## src/rtl/loop_mon_pkg.sv

```systemverilog
// Shared types and constants for the loop invariant monitor.
// The state encoding is visible on the state port, so the values are fixed.
package loop_mon_pkg;

  localparam int unsigned DefaultW = 15;
  localparam int unsigned DefaultCntW = 16;

  typedef enum logic [1:0] {
    StIdle = 2'd0,
    StRun  = 2'd1,
    StDone = 2'd2,
    StFail = 2'd3
  } mon_state_e;

  localparam logic [2:0] FailNone    = 3'd0;
  localparam logic [2:0] FailInv     = 3'd1;
  localparam logic [2:0] FailStep    = 3'd2;
  localparam logic [2:0] FailConst   = 3'd3;
  localparam logic [2:0] FailOverrun = 3'd4;

endpackage

```

## src/rtl/loop_mon_check.sv

```systemverilog
// Combinational invariant checks on one sample, priority-encoded into a fail code.
// Also reports whether the sample is an exact +1 step of the previous index.
module loop_mon_check
  import loop_mon_pkg::*;
#(
  parameter int unsigned W = DefaultW
) (
  input  logic         first,
  input  logic [W-1:0] i_cur,
  input  logic [W-1:0] y_cur,
  input  logic [W-1:0] x_cur,
  input  logic [W-1:0] prev_i,
  input  logic [W-1:0] prev_y,
  input  logic [W-1:0] prev_x,
  output logic [2:0]   code,
  output logic         inc
);

  logic [W:0] i_ext;
  logic [W:0] prev_inc;
  logic       inv_hit;
  logic       step_hit;
  logic       const_hit;
  logic       overrun_hit;

  // One extra bit so that all-ones + 1 never aliases to 0.
  assign i_ext    = {1'b0, i_cur};
  assign prev_inc = {1'b0, prev_i} + {{W{1'b0}}, 1'b1};
  assign inc      = (i_ext == prev_inc);

  assign inv_hit     = (i_cur < y_cur) && (i_cur >= x_cur);
  assign step_hit    = (i_cur != prev_i) && !inc;
  assign const_hit   = (y_cur != prev_y) || (x_cur != prev_x);
  assign overrun_hit = (i_cur != prev_i) && (prev_i >= prev_y);

  always_comb begin
    code = FailNone;
    if (inv_hit) begin
      code = FailInv;
    end else if (!first) begin
      if (step_hit) begin
        code = FailStep;
      end else if (const_hit) begin
        code = FailConst;
      end else if (overrun_hit) begin
        code = FailOverrun;
      end
    end
  end

endmodule

```

## src/rtl/loop_invariant_monitor.sv

```systemverilog
// Watches a bounded loop counter stream and latches the first invariant violation.
// FSM and all state live here; the checks are in loop_mon_check.
module loop_invariant_monitor
  import loop_mon_pkg::*;
#(
  parameter int unsigned W     = DefaultW,
  parameter int unsigned CNT_W = DefaultCntW
) (
  input  logic             clk,
  input  logic             rst,
  input  logic             clear,
  input  logic             in_valid,
  input  logic [W-1:0]     i_in,
  input  logic [W-1:0]     y_in,
  input  logic [W-1:0]     x_in,
  output logic [1:0]       state,
  output logic             fail,
  output logic [2:0]       fail_code,
  output logic [W-1:0]     fail_i,
  output logic [CNT_W-1:0] step_cnt,
  output logic             done
);

  mon_state_e       state_q, state_d;
  logic [2:0]       code_q, code_d;
  logic [W-1:0]     fail_i_q, fail_i_d;
  logic [CNT_W-1:0] cnt_q, cnt_d;
  logic [W-1:0]     prev_i_q, prev_i_d;
  logic [W-1:0]     prev_y_q, prev_y_d;
  logic [W-1:0]     prev_x_q, prev_x_d;

  logic [2:0] chk_code;
  logic       chk_inc;

  loop_mon_check #(
    .W (W)
  ) u_check (
    .first  (state_q == StIdle),
    .i_cur  (i_in),
    .y_cur  (y_in),
    .x_cur  (x_in),
    .prev_i (prev_i_q),
    .prev_y (prev_y_q),
    .prev_x (prev_x_q),
    .code   (chk_code),
    .inc    (chk_inc)
  );

  always_comb begin
    state_d  = state_q;
    code_d   = code_q;
    fail_i_d = fail_i_q;
    cnt_d    = cnt_q;
    prev_i_d = prev_i_q;
    prev_y_d = prev_y_q;
    prev_x_d = prev_x_q;

    if (clear) begin
      // Soft restart drops any concurrent sample.
      state_d  = StIdle;
      code_d   = FailNone;
      fail_i_d = '0;
      cnt_d    = '0;
      prev_i_d = '0;
      prev_y_d = '0;
      prev_x_d = '0;
    end else if (in_valid && (state_q != StFail)) begin
      if (chk_code != FailNone) begin
        state_d  = StFail;
        code_d   = chk_code;
        fail_i_d = i_in;
      end else begin
        prev_i_d = i_in;
        prev_y_d = y_in;
        prev_x_d = x_in;
        if ((state_q != StIdle) && chk_inc && (cnt_q != {CNT_W{1'b1}})) begin
          cnt_d = cnt_q + {{(CNT_W-1){1'b0}}, 1'b1};
        end
        if (i_in >= y_in) begin
          state_d = StDone;
        end else if (state_q == StIdle) begin
          state_d = StRun;
        end
      end
    end
  end

  always_ff @(posedge clk) begin
    if (rst) begin
      state_q  <= StIdle;
      code_q   <= FailNone;
      fail_i_q <= '0;
      cnt_q    <= '0;
      prev_i_q <= '0;
      prev_y_q <= '0;
      prev_x_q <= '0;
    end else begin
      state_q  <= state_d;
      code_q   <= code_d;
      fail_i_q <= fail_i_d;
      cnt_q    <= cnt_d;
      prev_i_q <= prev_i_d;
      prev_y_q <= prev_y_d;
      prev_x_q <= prev_x_d;
    end
  end

  assign state     = state_q;
  assign fail      = (state_q == StFail);
  assign done      = (state_q == StDone);
  assign fail_code = code_q;
  assign fail_i    = fail_i_q;
  assign step_cnt  = cnt_q;

endmodule

```

## config.mk

```make
export PLATFORM = sky130hd
export DESIGN_NAME = loop_invariant_monitor
export DESIGN_NICKNAME = d
export VERILOG_FILES = /design/src/rtl/loop_mon_pkg.sv /design/src/rtl/loop_mon_check.sv /design/src/rtl/loop_invariant_monitor.sv
export SDC_FILE = /design/constraint.sdc
export NUM_CORES = 1
export LEC_CHECK = 0
export ABC_AREA = 1
export CAP_MARGIN = 5
export CORE_ASPECT_RATIO = 1.1
export CORE_MARGIN = 2
export CORE_UTILIZATION = 30
export CTS_CLUSTER_DIAMETER = 80
export DETAILED_ROUTE_END_ITERATION = 12
export HOLD_SLACK_MARGIN = 0.06
export SKIP_CTS_REPAIR_TIMING = 1
export SYNTH_ARGS = -nofsm -noshare
export SYNTH_HDL_FRONTEND = slang
export SYNTH_SLANG_ARGS = --single-unit
```

## constraint.sdc

```tcl
create_clock -name clk -period 2.8 [get_ports clk]
set_input_delay 0.42 -clock clk [delete_from_list [all_inputs] [get_ports clk]]
set_output_delay 0.42 -clock clk [all_outputs]
set_load 0.1 [all_outputs]
```

[After elaboration in Yosys (flattened, before gate mapping)]
Cells that the tools add are included.
Storage, ports and cells
  flip-flop bits (word level): 81
Operators by class
  add/subtract/negate cells: 2
  $lt $le $gt $ge: 4
  equality and inequality tests: 8
  muxes and demuxes: 8
  bitwise gates (word level): 1
  reductions and logical operators: 17
Operators with widths (number)
  $ge 15x15->1: 3
  $ne 15x15->1: 3
  $add 15x1->16 const B: 1
  $add 16x1->16 const B: 1
  $eq 15x16->1: 1
  $ne 16x16->1 const B: 1
  $lt 15x15->1: 1
  $mux 3: 5
  $logic_and 1x1->1: 6
  $mux 2: 3
  $reduce_and 2->1: 3
  $reduce_bool 3->1: 2
  $eq 2x2->1 const B: 2
  $reduce_and 3->1: 1
  $logic_not 2->1: 1
  $ne 2x2->1 const B: 1
  $reduce_bool 2->1: 1
  $reduce_or 2->1: 1
  $logic_not 1->1: 1
  $logic_or 1x1->1: 1
  $not 1->1: 1

[Longest topological paths before layout]
  word-level depth: 10
  mapped depth: 20
  depth with buffers taken out: 18

[Hierarchy]
A second synthesis with hierarchy kept.
Unflattened totals
  cell total of the unflattened synthesis: 934
  area total of the unflattened synthesis: 6133.4 µm²
By module, submodules not included
  loop_invariant_monitor: instances 1, cells an instance 506, area each 3744.8 µm²
  loop_mon_check: instances 1, cells an instance 428, area each 2388.5 µm²

[Worst setup path before layout]
Ideal clock, no wire load.
  path kind: reg-to-reg
  start: reg cnt_q[0], in the netlist step_cnt[0]
  end: reg cnt_q[6], in the netlist step_cnt[6]
  setup time: 0.073 ns
  arrival: 2.982 ns
  required time: 2.727 ns
  path slack: -0.256 ns
  stages on the path, launching flop included: 13
  buffers on the path: 1
  period minus slack after synthesis: 3.056 ns
  cell sequence: dfxtp_1 ha_1 nand2_1 nor2_1 nand2_1 nor2_1 nand3_1 nor4_1 nor3_4 nand4_2 buf_2 nand2_1 a21oi_1
Between the ends
  word-level cells in the longest chain between the ends: 3
  elaborated cells on any way between the ends: 4
  those cells by class: 1 x add/sub; 1 x eq/ne; 2 x reduce/logical
RTL lines
  start, declared: RTL line loop_invariant_monitor.sv:27  | logic [CNT_W-1:0] cnt_q, cnt_d;
  start signal, assigned: RTL line loop_invariant_monitor.sv:101  | cnt_q <= cnt_d;
  parallel branches: the longest is 3 deep, another holds $add 16x1->16
Several ways; the timed one is not identified.
A chain may end at the register's enable or synchronous reset.

[Worst setup path in the final report]
  start: reg prev_i_q[1]
  end: reg cnt_q[1], in the netlist step_cnt[1]
Between the ends
  word-level cells in the longest chain between the ends: 10
  elaborated cells on any way between the ends: 17
  those cells by class: 1 x add/sub; 1 x order compare; 2 x eq/ne; 5 x mux; 1 x bitwise; 7 x reduce/logical
RTL lines
  start, declared: RTL line loop_invariant_monitor.sv:28  | logic [W-1:0] prev_i_q, prev_i_d;
  start signal, assigned: RTL line loop_invariant_monitor.sv:102  | prev_i_q <= prev_i_d;
  $add 15x1->16, or another cell as far along: RTL line loop_mon_check.sv:28  | assign prev_inc = {1'b0, prev_i} + {{W{1'b0}}, 1'b1};
  $eq 15x16->1 / $logic_and 1x1->1 (equally long branches): RTL line loop_mon_check.sv:29, loop_mon_check.sv:34
  $logic_not 1->1 / $mux 3 (equally long branches): RTL line loop_mon_check.sv:32, loop_mon_check.sv:45
  $logic_and 1x1->1 / $mux 3 (equally long branches): RTL line loop_mon_check.sv:32, loop_mon_check.sv:43
  $mux 3: RTL line loop_mon_check.sv:41  | if (step_hit) begin
  $mux 3: RTL line loop_mon_check.sv:40  | end else if (!first) begin
  $mux 3: RTL line loop_mon_check.sv:38  | if (inv_hit) begin
  $reduce_bool 3->1: RTL line loop_invariant_monitor.sv:68  | if (chk_code != FailNone) begin
  $not 1->1 (no source line)
  $reduce_and 3->1 (no source line) *
Mark *: on every way between the ends. The rest lies on a longest branch, timed or not.

==> results.json <==
{
  "gr-total-overflow": 0,
  "syn_nets": 972,
  "ys_seq_area_frac": 0.280,
  "path_clk_slew_ns": 0.07,
  "cts.sinks": 81,
  "drive_gt1_frac": 0.202,
  "synth.area.top_cells": "dfxtp_1 (28%), nor2_1 (11%), nand2_1 (11%)",
  "via_per_inst": 4.74,
  "crit_path_start_kind": "register",
  "critical-path-top-delay-family": "simple AND/OR/NAND/NOR gates",
  "crit_chain": "ha_4, nand3_4, nor2_8, buf_4, nand3_1, nand2_1, nand3_1, nor2_1, nand3_1, nand2_2, nand2_4, nand2_2, nand3_4, nor2_8, buf_12, clkbuf_16, nand3_1, nand2_1, nor2_1",
  "ant_nets": 0,
  "placed_cell_area_mm2": 0.00751,
  "cts_max_level": 3,
  "min_path_cells": 2,
  "routedWlPerCell_um": 14.3,
  "leakage_nw": 3.87,
  "synthArstFlopShare": 0,
  "num-fill-cells": 1943,
  "synth_edf_count": 0,
  "hpwl_um": 14000,
  "postLayoutSetupSlackWorst_ns": 0.0963,
  "yosysTopAreaCellShare": 0.280,
  "total_power_mw": 3.54,
  "path_depth": 19,
  "status": "complete, no violations",
  "port_buffers": 86,
  "drc": 0,
  "worst_ep_required_time_ns": 3.04,
  "synth_warnings": 0,
  "die_h_um": 150,
  "ios": 87,
  "dp_slack_ns": -0.366,
  "ys_ff_latch": 81,
  "fin_util": 0.428,
  "vdd_drop_max_mv": 0.287,
  "avgSynthCellArea_um2": 6.62,
  "max_freq_mhz": 370,
  "path_buf_inv": 3,
  "p_per_area_mw_per_mm2": 435,
  "yosys.cell_types.count": 38,
  "setup_viol": 0,
  "grt_pass1_wl_um": 28600,
  "area_growth_syn_to_layout_pct": 40.3,
  "r2r_cells": 19,
  "cts_made_buffers": 9,
  "crit_path_max_fanout": 8,
  "skew_ns": 0.0119,
  "r2r_slack_ns": 0.1,
  "fin_hold_ws_ns": 0.483,
  "timing.critical_path.from": "prev_i_q[1]",
  "synth_ff_type": "dfxtp_1",
  "relSlewSlack": 0.605,
  "antennaDiodeCount": 0,
  "min_period_over_period": 0.966,
  "synth_area_mm2": 0.00580,
  "drv_cap": 0,
  "critPathMaxStageDelay_ns": 0.37,
  "postLayoutCellArea_mm2": 0.00814,
  "tightest_slew_ns": 0.593,
  "crit_type": "register to register",
  "regToRegEndpoint": "step_cnt[1]",
  "period_minus_slack_ns": 2.70,
  "finalHoldViolations": 0,
  "die_x_um": 137,
  "crit_path_top_delay_cell": "dfxtp_2",
  "hp-class": "register to register",
  "first_pass_iters": 5,
  "clockBufferDepth": 2,
  "core_mm2": 0.0190,
  "gp_congestion": 0.868,
  "slew_viol_final": 0,
  "grt_pass1_vias": 5649,
  "syn_inst": 876,
  "synth.largest_area_cell": "dfxtp_1",
  "cts-root-buf": "clkbuf_16",
  "drtIter0Drc": 426,
  "path_common_cell": "nand3_1",
  "fp-row-count": 53,
  "nets": 1155,
  "dr_total_vias": 6208,
  "die_area_mm2": 0.0205,
  "crit_arrival_ns": 2.94,
  "r2r-start": "prev_i_q[1]",
  "antenna_found_initial": 0,
  "grt_max_degree": 64,
  "start_util": 0.305,
  "cp-endpoint": "step_cnt[1]",
  "worst_setup_path_end_kind": "register",
  "cts_tree": "done",
  "wirelength_um": 18700,
  "grt.total_usage": 0.179,
  "worstSkewPairLatency_ns": 0.35
}
## power by group
group          total (mW)  switching (mW)  internal, mW
clock network        1.21           0.581         0.629
logic                1.07           0.613         0.462
registers            1.25          0.0496          1.20
## registers in the layout (all words and copies together) (netlist names)
name,count
step_cnt,16
prev_y_q,15
prev_x_q,15
fail_code,3
fail_i,15
state,2
prev_i_q,15
## worst register-to-register path, cell delays in order (launching register included)
cell and delay (ns):
dfxtp_2 0.37, ha_4 0.16, nand3_4 0.13, nor2_8 0.20, buf_4 0.14, nand3_1 0.06, nand2_1 0.10, nand3_1 0.11
nor2_1 0.13, nand3_1 0.12, nand2_2 0.15, nand2_4 0.08, nand2_2 0.08, nand3_4 0.12, nor2_8 0.18, buf_12 0.15
clkbuf_16 0.14, nand3_1 0.06, nand2_1 0.06, nor2_1 0.05
## cells by family (layout without fill, tap and decap cells)
logic type,count (synthesis),in the layout,share of synthesized area
adder cells (fa/ha/maj),47,47,0.101
buffers and inverters,122,310,0.0930
AO/OA/AOI/OAI,126,126,0.112
XOR/XNOR,38,38,0.0574
flip-flops,81,81,0.280
AND/OR/NAND/NOR,462,462,0.357
## stage by stage
step | instances | setup TNS (ns)
floorplan | 876 | 0
global placement | 1281 | -24.82
detailed placement | 1281 | -26.47
CTS | 1297 | -0.00484
global route | 1311 | -0.693
finish | 1311 | 0
## layout by cell type, fill, tap and decap left out, types with 4 or more instances in the layout
| master | synthesis | layout |
|---|---|---|
| nor2_1 | 175 | 169 |
| nand2_1 | 168 | 165 |
| buf_4 | 4 | 132 |
| inv_1 | 95 | 95 |
| dfxtp_1 | 81 | 68 |
| nand3_1 | 49 | 49 |
| o21ai_0 | 48 | 47 |
| ha_1 | 47 | 46 |
| a21oi_1 | 43 | 42 |
| clkdlybuf4s50_1 | 0 | 42 |
| nand4_1 | 28 | 28 |
| o21ai_1 | 27 | 27 |
| xor2_1 | 24 | 23 |
| xnor2_1 | 14 | 13 |
| clkbuf_16 | 0 | 13 |
| dfxtp_2 | 0 | 13 |
| nor3_1 | 9 | 9 |
| buf_12 | 0 | 8 |
| nor4_1 | 7 | 7 |
| nor2_2 | 1 | 6 |
| dlymetal6s2s_1 | 0 | 6 |
| nand2_2 | 5 | 5 |
| nand3_4 | 3 | 4 |
## layout make-up
| type | count | area, um^2 | share of cell area |
|---|---|---|---|
| Multi-Input combinational cell | 673 | 3740 | 0.459 |
| Timing Repair Buffer | 195 | 1780 | 0.219 |
| Sequential cell | 81 | 1640 | 0.201 |
| Inverter | 99 | 374 | 0.0460 |
| Tap cell | 247 | 309 | 0.0380 |
| Clock buffer | 9 | 225 | 0.0277 |
| Clock inverter | 7 | 71.3 | 0.00877 |
## per-layer routing
layer / vias up / GRT usage / wire length, um
li1: 3233 / - / -
met1: 2810 / 0.244 / 8850
met2: 132 / 0.284 / 8670
met3: 33 / 0.0278 / 674
met4: 0 / 0.0682 / 517
met5: - / 0 / 0
## worst min-delay path by stage
| stage | to | slack (ns) | start |
|---|---|---|---|
| floorplan | prev_x_q[9] | 0.48 | prev_x_q[9] |
| global route | step_cnt[3] | 0.51 | step_cnt[3] |
| CTS | step_cnt[3] | 0.49 | step_cnt[3] |
| global placement | fail_i[3] | 0.47 | fail_i[3] |
| detailed placement | fail_i[14] | 0.47 | fail_i[14] |
| finish | step_cnt[3] | 0.48 | step_cnt[3] |
## synthesized netlist by cell type, types with 2 or more instances
master / number
inv_1: 95
nor2_8: 3
or2_2: 2
nand3_1: 49
a21oi_1: 43
nand2_1: 168
o21a_1: 2
nand3b_1: 3
ha_1: 47
clkbuf_1: 8
xor2_1: 24
buf_6: 8
o21ai_1: 27
nor4_1: 7
xnor2_1: 14
o22ai_1: 3
o21ai_0: 48
nor3_1: 9
inv_2: 2
nand4_1: 28
buf_4: 4
o211ai_1: 2
nand2_2: 5
nand3_4: 3
buf_2: 3
nor2_1: 175
nand3_2: 3
dfxtp_1: 81
No activity file was read; power rests on OpenSTA's default activity.
==> patch (same settings) <==
Set the package constant `DefaultCntW` to 32 (it was 16).
--- a/src/rtl/loop_mon_pkg.sv
+++ b/src/rtl/loop_mon_pkg.sv
@@ -4,5 +4,5 @@
 
   localparam int unsigned DefaultW = 15;
-  localparam int unsigned DefaultCntW = 16;
+  localparam int unsigned DefaultCntW = 32;
 
   typedef enum logic [1:0] {
Ports: changed (resized step_cnt); port bits go from 87 to 103. No check against the original RTL was run, so the function may have changed too.
==> patch against the original RTL <==
Routed wire length up 23%. Area after synthesis up 15%. Power up 19%. Clock power up 16%. Fmax up 1.3%. Setup slack better by 0.036 ns. Sequential cell count up 16. Final area up 13%.
==> patch: results (changes against the original RTL) <==
stage,metric,value,unit,change
final_layout,clkCellAreaFrac,0.03565,,-0.0007988
synth,synthCells,1007,,+15%
final_layout,seqCellArea,0.001951,mm2,+19%
route,wl_met2,10990,um,+27%
place,port_buffers,102,,+19%
route,drt_iter0_drc,505,,+19%
timing,min_period_over_period,0.9529,,-0.01273
global_routing,grt_pass1_vias,6815,,+21%
route,wl_met1,10360,um,+17%
place,dp.cells,1455,,+14%
setup_path,arrival,2.96,ns,+0.02 ns
pwr,swShare,0.3456,,-0.005975
setup_path,critical_path_cell_count,18,,-1
final_layout,comb.multi_input.count,762,,+13%
status,status,completed,,
setup_path,worstRegToRegCells,22,,+3
final_layout,nNonClkBuffers,199,,+2.1%
setup_path,path_class,input pin to flip-flop,,
global_routing,grt_pass1_wl,36100,um,+26%
pwr,p_leak,3.889,nW,+0.45%
route,vias,7353,,+18%
global_routing,grtUsageMet3,0.02983,,+0.002052
synth,synth_common_cells,"nand2_1, a21oi_1, inv_1",,
place,dp_hpwl,17210,um,+23%
final_layout,nNetsFinal,1274,,+10%
setup_path,setup.worst_path.start,y_in[14],,
timing,hold_ws,0.4653,ns,-0.01726 ns
route,avgViaCountPerCell,4.975,,+5.1%
final_layout,multi_input_area,0.004325,mm2,+16%
==> patch: cell types whose count changed after synthesis, moves of 20 or more <==
cell,delta
nand3_1,+23
o21ai_0,-21
xnor2_1,+20
nand4_1,+40
nor2_1,-83
a21oi_1,+65
o21ai_1,-27
nand2_1,+63
==> patch: kinds of logic (layout without fill, tap and decap cells) <==
| group | Yosys count | after routing | share of synthesized area |
|---|---|---|---|
| buf+inv | 149 | 324 | 0.09040 |
| xor+xnor | 66 | 66 | 0.08629 |
| compound gates | 143 | 143 | 0.1098 |
| fa+ha+maj | 47 | 47 | 0.08778 |
| simple gates | 505 | 506 | 0.3358 |
| flops | 97 | 97 | 0.2899 |
==> patch: power groups by stage <==
stage | Clock, mW | Sequential [mW] | Combinational [mW]
after floorplan | 0 | 1.64 | 0.596
after CTS | 1.42 | 1.48 | 1.21
final | 1.40 | 1.48 | 1.32
after global routing | 1.48 | 1.49 | 1.43
after detailed placement | 0 | 1.51 | 1.20
after global placement | 0 | 1.51 | 1.20
